## config.mk

```make
export PLATFORM = sky130hd
export DESIGN_NAME = accel_position_filter
export DESIGN_NICKNAME = d
export VERILOG_FILES = /design/src/rtl/accel_position_filter_pkg.sv /design/src/rtl/accel_position_filter_axis_avg_window.sv /design/src/rtl/accel_position_filter.sv
export SDC_FILE = /design/constraint.sdc
export NUM_CORES = 1
export LEC_CHECK = 0
export CAP_MARGIN = 20
export CELL_PAD_IN_SITES_DETAIL_PLACEMENT = 0
export CELL_PAD_IN_SITES_GLOBAL_PLACEMENT = 1
export CORE_ASPECT_RATIO = 1.2
export CORE_UTILIZATION = 33
export DETAILED_ROUTE_END_ITERATION = 8
export GPL_TIMING_DRIVEN = 0
export PLACE_DENSITY = 0.6
export SLEW_MARGIN = 10
export SYNTH_ARGS = -nofsm -noshare
export SYNTH_HDL_FRONTEND = slang
export SYNTH_SLANG_ARGS = --single-unit
```

## constraint.sdc

```tcl
create_clock -name clock -period 8.8 [get_ports clock]
set_clock_uncertainty 0.05 [all_clocks]
set_input_delay 0.88 -clock clock [delete_from_list [all_inputs] [get_ports clock]]
set_output_delay 0.88 -clock clock [all_outputs]
set_load 0.02 [all_outputs]
```

## src/rtl/accel_position_filter_pkg.sv

```systemverilog
// Shared widths, reset constants and sequencing states for the accelerometer position filter.
package accel_position_filter_pkg;

   localparam int unsigned ACCEL_W = 9;
   localparam logic [ACCEL_W-1:0] POS_CENTER = 9'd256;

   typedef enum logic [2:0] {
      PRIME   = 3'd0,
      IDLE    = 3'd1,
      CAPTURE = 3'd2,
      ACCUM   = 3'd3,
      UPDATE  = 3'd4
   } state_t;

endpackage

```

## src/rtl/accel_position_filter_axis_avg_window.sv

```systemverilog
// One axis: sample register, circular moving-average window and dead-zone output hysteresis.
module accel_position_filter_axis_avg_window
   import accel_position_filter_pkg::*;
#(
   parameter int unsigned LOG2_TAPS = 3,
   parameter int unsigned DEAD_ZONE = 2
) (
   input  logic               clock,
   input  logic               reset,
   input  logic               i_capture,
   input  logic               i_accum,
   input  logic               i_update,
   input  logic               i_prime,
   input  logic [ACCEL_W-1:0] i_sample,
   output logic [ACCEL_W-1:0] o_pos,
   output logic               o_move_c
);

   localparam int unsigned TAPS   = 2 ** LOG2_TAPS;
   localparam int unsigned SUM_W  = ACCEL_W + LOG2_TAPS;
   localparam int unsigned DIFF_W = ACCEL_W + 1;

   logic [ACCEL_W-1:0]       r_sample;
   logic [ACCEL_W-1:0]       r_pos;
   logic [ACCEL_W-1:0]       r_buf [TAPS];
   logic [SUM_W-1:0]         r_sum;
   logic [LOG2_TAPS-1:0]     r_idx;
   logic [ACCEL_W-1:0]       w_avg;
   logic signed [DIFF_W-1:0] w_diff;
   logic [DIFF_W-1:0]        w_mag;

   assign w_avg    = ACCEL_W'(r_sum >> LOG2_TAPS);
   assign w_diff   = $signed({1'b0, w_avg}) - $signed({1'b0, r_pos});
   assign w_mag    = w_diff[DIFF_W-1] ? DIFF_W'(-w_diff) : DIFF_W'(w_diff);
   // The priming update bypasses the dead zone so the first average always lands.
   assign o_move_c = i_update && (i_prime || (w_mag > DIFF_W'(DEAD_ZONE)));
   assign o_pos    = r_pos;

   always_ff @(posedge clock or posedge reset) begin
      if (reset) begin
         r_sample <= '0;
      end else if (i_capture) begin
         r_sample <= i_sample;
      end
   end

   // Running sum tracks the window contents; subtract-then-add wraps harmlessly in SUM_W bits.
   always_ff @(posedge clock or posedge reset) begin
      if (reset) begin
         r_sum <= '0;
         r_idx <= '0;
         for (int i = 0; i < int'(TAPS); i++) begin
            r_buf[i] <= '0;
         end
      end else if (i_accum) begin
         if (i_prime) begin
            for (int i = 0; i < int'(TAPS); i++) begin
               r_buf[i] <= r_sample;
            end
            r_sum <= SUM_W'(r_sample) << LOG2_TAPS;
         end else begin
            r_buf[r_idx] <= r_sample;
            r_sum        <= r_sum - SUM_W'(r_buf[r_idx]) + SUM_W'(r_sample);
            r_idx        <= r_idx + LOG2_TAPS'(1);
         end
      end
   end

   always_ff @(posedge clock or posedge reset) begin
      if (reset) begin
         r_pos <= POS_CENTER;
      end else if (o_move_c) begin
         r_pos <= w_avg;
      end
   end

endmodule

```

## src/rtl/accel_position_filter.sv

```systemverilog
// Samples raw X/Y accelerometer readings at a fixed rate and emits smoothed, jitter-free positions.
module accel_position_filter
   import accel_position_filter_pkg::*;
#(
   parameter int unsigned SAMPLE_DIV = 50000,
   parameter int unsigned LOG2_TAPS  = 3,
   parameter int unsigned DEAD_ZONE  = 2
) (
   input  logic               clock,
   input  logic               reset,
   input  logic [ACCEL_W-1:0] accel_x_in,
   input  logic [ACCEL_W-1:0] accel_y_in,
   input  logic               freeze,
   output logic [ACCEL_W-1:0] pos_x_out,
   output logic [ACCEL_W-1:0] pos_y_out,
   output logic               pos_valid
);

   localparam int unsigned CNT_W = (SAMPLE_DIV > 1) ? $clog2(SAMPLE_DIV) : 1;

   logic [CNT_W-1:0] r_cnt;
   logic             w_tick;
   state_t           r_state;
   state_t           w_next;
   logic             r_prime;
   logic             w_set_prime;
   logic             w_capture;
   logic             w_accum;
   logic             w_update;
   logic             w_move_x;
   logic             w_move_y;
   logic             r_pos_valid;

   assign w_tick    = (r_cnt == CNT_W'(SAMPLE_DIV - 1)) && !freeze;
   assign pos_valid = r_pos_valid;

   // Sample-rate divider; freeze parks it so no tick is lost or duplicated on release.
   always_ff @(posedge clock or posedge reset) begin
      if (reset) begin
         r_cnt <= '0;
      end else if (!freeze) begin
         if (r_cnt == CNT_W'(SAMPLE_DIV - 1)) begin
            r_cnt <= '0;
         end else begin
            r_cnt <= r_cnt + CNT_W'(1);
         end
      end
   end

   always_ff @(posedge clock or posedge reset) begin
      if (reset) begin
         r_state <= PRIME;
      end else begin
         r_state <= w_next;
      end
   end

   always_comb begin
      w_next      = r_state;
      w_set_prime = 1'b0;
      w_capture   = 1'b0;
      w_accum     = 1'b0;
      w_update    = 1'b0;
      case (r_state)
         PRIME: begin
            if (w_tick) begin
               w_set_prime = 1'b1;
               w_next      = CAPTURE;
            end
         end
         IDLE: begin
            if (w_tick) begin
               w_next = CAPTURE;
            end
         end
         CAPTURE: begin
            w_capture = 1'b1;
            w_next    = ACCUM;
         end
         ACCUM: begin
            w_accum = 1'b1;
            w_next  = UPDATE;
         end
         UPDATE: begin
            w_update = 1'b1;
            w_next   = IDLE;
         end
         default: w_next = PRIME;
      endcase
   end

   // Prime stays set through UPDATE so that update also skips the dead-zone test.
   always_ff @(posedge clock or posedge reset) begin
      if (reset) begin
         r_prime <= 1'b0;
      end else if (w_set_prime) begin
         r_prime <= 1'b1;
      end else if (w_update) begin
         r_prime <= 1'b0;
      end
   end

   always_ff @(posedge clock or posedge reset) begin
      if (reset) begin
         r_pos_valid <= 1'b0;
      end else begin
         r_pos_valid <= w_move_x | w_move_y;
      end
   end

   accel_position_filter_axis_avg_window #(
      .LOG2_TAPS (LOG2_TAPS),
      .DEAD_ZONE (DEAD_ZONE)
   ) u_axis_x (
      .clock     (clock),
      .reset     (reset),
      .i_capture (w_capture),
      .i_accum   (w_accum),
      .i_update  (w_update),
      .i_prime   (r_prime),
      .i_sample  (accel_x_in),
      .o_pos     (pos_x_out),
      .o_move_c  (w_move_x)
   );

   accel_position_filter_axis_avg_window #(
      .LOG2_TAPS (LOG2_TAPS),
      .DEAD_ZONE (DEAD_ZONE)
   ) u_axis_y (
      .clock     (clock),
      .reset     (reset),
      .i_capture (w_capture),
      .i_accum   (w_accum),
      .i_update  (w_update),
      .i_prime   (r_prime),
      .i_sample  (accel_y_in),
      .o_pos     (pos_y_out),
      .o_move_c  (w_move_y)
   );

endmodule

```

==> results of run 1 <==
==> worst paths after layout <==
check                                               start                             end  slack [ns]
min reg2reg                u_axis_x.r_buf[34]$_DFFE_PP0P_  u_axis_x.r_buf[34]$_DFFE_PP0P_        0.42
min in group asynchronous                           reset            r_cnt[2]$_DFFE_PP0N_        0.70
max in group asynchronous                           reset   u_axis_x.r_sum[8]$_DFFE_PP0P_        7.16
max                         u_axis_x.r_idx[1]$_DFFE_PP0P_  u_axis_x.r_sum[11]$_DFFE_PP0P_        3.53
max reg2reg                 u_axis_x.r_idx[1]$_DFFE_PP0P_  u_axis_x.r_sum[11]$_DFFE_PP0P_        3.53
min                        u_axis_x.r_buf[34]$_DFFE_PP0P_  u_axis_x.r_buf[34]$_DFFE_PP0P_        0.42
==> layer usage <==
layer	part of all wire [%]	up-vias	track usage [%]
met5	0	-	0
met2	49	130	31.57
li1	-	4619	-
met1	46	4760	24.01
met3	3.0	38	1.966
met4	1.8	0	4.701
==> area by class of cell <==
type,count,area (um^2)
buffer,51,192.7
clock buffer,37,773.2
clock inverter,10,110.1
fill,3853,23180
inverter,110,420.4
multi-input combinational,898,6266
sequential,231,5783
tap,480,600.6
timing repair buffer,41,445.4
==> Yosys cell counts (4+ instances only) <==
master,instances
mux2_2,34
a31oi_1,10
ha_1,47
xnor2_1,36
fa_1,20
nand2_1,202
o21bai_1,9
xor2_1,16
a211oi_1,21
mux4_2,14
nor2b_1,10
clkbuf_1,42
nand3_1,23
inv_1,109
o21ai_0,165
o31a_1,4
nand2b_1,5
a221o_1,4
a22oi_1,7
and2_1,6
o22ai_1,5
o21ai_1,8
a221oi_1,4
nor3_1,10
nor3b_1,4
mux2i_1,34
nor2_1,58
dfrtp_1,229
o211ai_1,5
nand3b_1,4
and3_1,6
a21oi_1,45
buf_1,8
a21o_1,19
o221ai_1,4
==> cell families after synthesis <==
kind of cell / synth area share [%]
flip-flops: 45.70
adder cells (fa/ha/maj): 7.811
AND/OR/NAND/NOR: 12.63
XOR/XNOR: 3.599
multiplexers: 8.622
buffers and inverters: 4.785
AO/OA/AOI/OAI: 16.86
==> per-stage QoR <==
stage | utilization (%) | instances | hold WS [ns]
floorplan | - | 1290 | 0.3919
global placement | 36.13 | 1809 | 0.4031
detailed placement | 36.30 | 1811 | 0.4161
CTS | 38.63 | 1858 | 0.4299
global route | 38.63 | 1858 | 0.4481
finish | 38.63 | 1858 | 0.4230
==> state kept, by name, indices dropped and copies added, names as in the netlist <==
name	cells
u_axis_x.r_buf	72
u_axis_y.r_buf	72
r_cnt	16
u_axis_x.r_sum	12
u_axis_y.r_sum	12
u_axis_x.o_pos	9
u_axis_x.r_sample	9
u_axis_y.o_pos	9
u_axis_y.r_sample	9
r_state	3
u_axis_x.r_idx	3
u_axis_y.r_idx	3
pos_valid	1
r_prime	1
==> power groups by stage <==
stage	Combinational, mW	Clock [mW]	Sequential, mW
floorplan	0.0407	0	1.11
global placement	0.0608	0	1.11
detailed placement	0.0647	0	1.11
CTS	0.0653	1.15	1.09
global route	0.0727	1.20	1.10
finish	0.0625	1.12	1.09
==> worst max-delay path, stage by stage, from the launching register on <==
cell and delay (ns):
dfrtp_1 0.34, clkbuf_1 0.55, clkbuf_1 0.56, clkbuf_1 0.50
nor2_1 0.11, a221o_1 0.32, fa_1 0.49, inv_1 0.07
ha_1 0.29, a21o_1 0.15, a21oi_1 0.22, o21bai_1 0.12
a31oi_1 0.29, o21ai_0 0.15, o41ai_1 0.39, xnor2_1 0.19
mux2i_1 0.20, a21oi_1 0.08
==> flow_metrics.py, run 1 <==
metrics = {
    "run_status": {
        "status": "finished clean",
    },
    "worst_setup_path": {
        "endpoint_kind": "flip-flop",
        "cp_max_fo": 10,
        "crit_type": "flip-flop to flip-flop",
        "crit_required_ns": 9.13,
        "ff2ff_path_depth": 17,
        "cp.arrival_ns": 5.60,
        "startpoint_type": "flip-flop",
    },
    "place": {
        "place_area_mm2": 0.01371,
        "dp_hpwl_um": 25630,
        "place_ws_ns": 3.527,
        "gp_congestion": 0.7730,
        "port_buffers": 39,
    },
    "global_route": {
        "grt_pass1_vias": 9755,
        "grt_max_degree": 97,
        "grtUsageTotal_pct": 18.17,
        "antenna_found_initial": 0,
        "grt.overflow.total": 0,
        "grt_pass1_wl_um": 55780,
    },
    "timing": {
        "slew_headroom_pct": 36.23,
        "maxSlewViolCount": 0,
        "finalSetupViolations": 0,
        "max_slew.worst_pin.slew_ns": 0.9501,
        "post-route-period-util_pct": 59.88,
        "clock.fmax_mhz": 189.8,
        "rsz0062_at_grt": "no",
        "setup_tns_ns": 0,
        "fin_crit_ns": 5.270,
        "hold_viol": 0,
        "fin_ws_ns": 3.530,
    },
    "clock_tree": {
        "cts_resized": 0,
        "h-tree-depth": 1,
        "cts_tree": "done",
        "postCtsSetupBuffers": 0,
        "clkTransAtPathRegs_ns": 0.06,
        "root_buffer": "clkbuf_16",
        "hold_buffers": 0,
        "cts.sink_count": 231,
        "ctsLongestPathBuffers": 3,
        "numCtsBuffers": 27,
        "clock_latency_ns": 0.54,
    },
    "drt": {
        "vias": 9547,
        "antenna_left": 0,
        "wl_per_cell_um": 18.61,
        "vias_per_cell": 5.138,
        "wl_um": 34580,
        "drt-initial-drc-count": 522,
        "firstDrtPassIters": 5,
        "drc": 0,
    },
    "yosys": {
        "avgSynthCellArea_um2": 9.810,
        "synth_cells": 1290,
        "yosysUniqueCellTypes": 75,
        "synth_area_leaders": "dfrtp_1 45%, o21ai_0 6.5%, nand2_1 6.0%, ha_1 4.6%, inv_1 3.2%",
        "ys_warn_count": 0,
        "synth_ff_type": "dfrtp_1",
        "synth_edf_count": 0,
        "synth_top_area_share_pct": 45.28,
        "synth_nets": 1378,
        "ys_ff_latch": 231,
        "synthesis.area_mm2": 0.01265,
        "yosysTopAreaCell": "dfrtp_1",
        "yosysSeqAreaShare_pct": 45.70,
        "ys_async_sr_fraction_pct": 100.0,
    },
    "power_and_ir_drop": {
        "power_frac_seq_pct": 48.1,
        "p_int_mw": 1.775,
        "p_total_mw": 2.278,
        "power.leakage_nw": 6.374,
        "peakVddDrop_v": 0.0001193,
        "cellPowerDensity_mw_per_mm2": 156.1,
        "swShare_pct": 22.11,
        "combPwrFrac_pct": 2.7,
        "clock_power_share_pct": 49.2,
        "switchingPower_uw": 503.7,
    },
    "floorplanning": {
        "die_area_mm2": 0.03914,
        "rows": 78,
        "die_h_um": 216.5,
        "die_w_um": 180.8,
        "coreArea_mm2": 0.03777,
        "start_util_pct": 33.51,
        "pin_count": 40,
    },
    "final_layout": {
        "diodes": 0,
        "final_common_cell": "dfrtp_1",
        "layout_common_cells": "229 x dfrtp_1, 202 x nand2_1, 165 x o21ai_0, 108 x inv_1, 58 x nor2_1",
        "drive_above_1_share_pct": 8.418,
        "area_growth_pct": 15.31,
        "design_area_mm2": 0.01459,
        "nets": 1448,
    },
    "hold_path": {
        "hold_class": "flip-flop to flip-flop",
        "hold_depth": 2,
    },
    "job": {
        "cap_viol_max_count": 0,
    },
}
No activity file was read; power rests on OpenSTA's default activity.
==> inputs of run 2 (changes only) <==
- clock period: 8.8 -> 5.4 ns (I/O delays scaled with it)
==> flow_metrics.py, run 2 (synthesized netlist as in run 1, its figures left out) <==
metrics = {
    "run_status": {
        "status": "finished clean",
    },
    "global_route": {
        "antenna_found_initial": 0,
        "grt_pass1_vias": 9705,
        "grt_pass1_wl_um": 56100,
        "grtUsageTotal_pct": 18.37,
        "grt_max_degree": 38,
        "grt.overflow.total": 0,
    },
    "floorplanning": {
        "pin_count": 40,
        "start_util_pct": 33.51,
        "die_area_mm2": 0.03914,
        "coreArea_mm2": 0.03777,
        "die_h_um": 216.5,
        "rows": 78,
        "die_w_um": 180.8,
    },
    "timing": {
        "setup_tns_ns": 0,
        "finalSetupViolations": 0,
        "clock.fmax_mhz": 196.7,
        "maxSlewViolCount": 0,
        "post-route-period-util_pct": 94.12,
        "fin_crit_ns": 5.083,
        "rsz0062_at_grt": "yes",
        "holdWs_ns": 0.2647,
        "slew_headroom_pct": 33.93,
        "max_slew.worst_pin.slew_ns": 0.9874,
        "hold_viol": 0,
    },
    "final_layout": {
        "num-fill-cells": 3818,
        "top_regs": "u_axis_x.r_buf: 72 flops, u_axis_y.r_buf: 72 flops, r_cnt: 16 flops",
        "layout_common_cells": "229 x dfrtp_1, 202 x nand2_1, 165 x o21ai_0, 108 x inv_1, 58 x nor2_1",
        "nets": 1451,
        "fin_util_pct": 38.47,
        "final_common_cell": "dfrtp_1",
        "drive_above_1_share_pct": 8.218,
        "design_area_mm2": 0.01453,
        "diodes": 0,
        "area_growth_pct": 14.82,
    },
    "place": {
        "place_area_mm2": 0.01379,
        "dp_hpwl_um": 26010,
        "gp_congestion": 0.7759,
        "port_buffers": 39,
    },
    "worst_setup_path": {
        "cp.arrival_ns": 5.41,
        "crit_type": "flip-flop to flip-flop",
        "cp_max_fo": 10,
        "startpoint_type": "flip-flop",
        "endpoint_kind": "flip-flop",
        "crit_required_ns": 5.72,
    },
    "power_and_ir_drop": {
        "cellPowerDensity_mw_per_mm2": 241.6,
        "power.leakage_nw": 6.330,
        "peakVddDrop_v": 0.0002210,
        "p_total_mw": 3.510,
    },
    "clock_tree": {
        "cts.sink_count": 231,
        "cts_tree": "done",
        "clock_latency_ns": 0.53,
        "clkTransAtPathRegs_ns": 0.06,
        "cts_resized": 0,
        "root_buffer": "clkbuf_16",
        "numCtsBuffers": 25,
        "hold_buffers": 0,
        "ctsLongestPathBuffers": 3,
        "postCtsSetupBuffers": 0,
        "h-tree-depth": 1,
    },
    "drt": {
        "drt-initial-drc-count": 517,
        "firstDrtPassIters": 4,
        "vias_per_cell": 5.095,
        "wl_per_cell_um": 18.70,
        "antenna_left": 0,
        "wl_um": 34690,
        "drc": 0,
        "vias": 9451,
    },
    "job": {
        "cap_viol_max_count": 0,
    },
    "hold_path": {
        "hold_class": "input port to asynchronous set/reset pin",
    },
}
run 2: per-layer routing:
metal	wire length, um	global-route usage, %
met5	0	0
met3	846	1.899
met2	17130	31.81
met4	603	4.188
met1	16110	24.61
run 2: worst max-delay path, stage by stage (launching register included):
cell and delay [ns]:
dfrtp_1 0.35, clkbuf_1 0.57, clkbuf_2 0.41, clkbuf_1 0.47, nor2_1 0.11, a221o_1 0.32
fa_1 0.49, inv_1 0.07, ha_1 0.29, a21o_1 0.15, a21oi_1 0.22, o21bai_1 0.12
a31oi_1 0.28, o21ai_0 0.16, o41ai_1 0.37, xnor2_1 0.20, mux2i_1 0.21, a21oi_1 0.08
run 2: final timing paths:
path	to	start	depth (start not counted)	slack (ns)
hold reg to reg	u_axis_y.r_buf[39]$_DFFE_PP0P_	u_axis_y.r_buf[39]$_DFFE_PP0P_	2	0.43
min in group clock	u_axis_y.r_buf[39]$_DFFE_PP0P_	u_axis_y.r_buf[39]$_DFFE_PP0P_	2	0.43
setup reg to reg	u_axis_x.r_sum[11]$_DFFE_PP0P_	u_axis_x.r_idx[1]$_DFFE_PP0P_	17	0.32
setup / recovery	u_axis_x.r_sum[11]$_DFFE_PP0P_	u_axis_x.r_idx[1]$_DFFE_PP0P_	17	0.32
max in group asynchronous	u_axis_y.r_buf[50]$_DFFE_PP0P_	reset	5	4.07
hold / removal	u_axis_x.r_buf[46]$_DFFE_PP0P_	reset	2	0.26
run 2: final cells by class:
type / instances / area [um^2] / share of cell area [%]
Tap cell: 480 / 600.6 / 4.133
Buffer: 51 / 196.4 / 1.352
Multi-Input combinational cell: 898 / 6266 / 43.12
Timing Repair Buffer: 46 / 530.5 / 3.651
Sequential cell: 231 / 5783 / 39.80
Inverter: 110 / 416.7 / 2.867
Clock inverter: 5 / 57.56 / 0.3961
Clock buffer: 34 / 679.4 / 4.676
run 2: where the power goes:
| group | switching (mW) | total, mW | internal (mW) | leakage [nW] |
|---|---|---|---|---|
| logic | 0.0606 | 0.110 | 0.0496 | 3.13 |
| clock network | 0.697 | 1.62 | 0.919 | 0.349 |
| registers | 0.0283 | 1.78 | 1.76 | 2.85 |
run 2: stage by stage:
step / cells / setup slack [ns]
final: 1855 / 0.3173
after global routing: 1855 / -0.05194
after CTS: 1855 / 0.1324
after detailed placement: 1816 / 0.1410
after global placement: 1809 / -0.2062
after floorplan: 1290 / 1.261
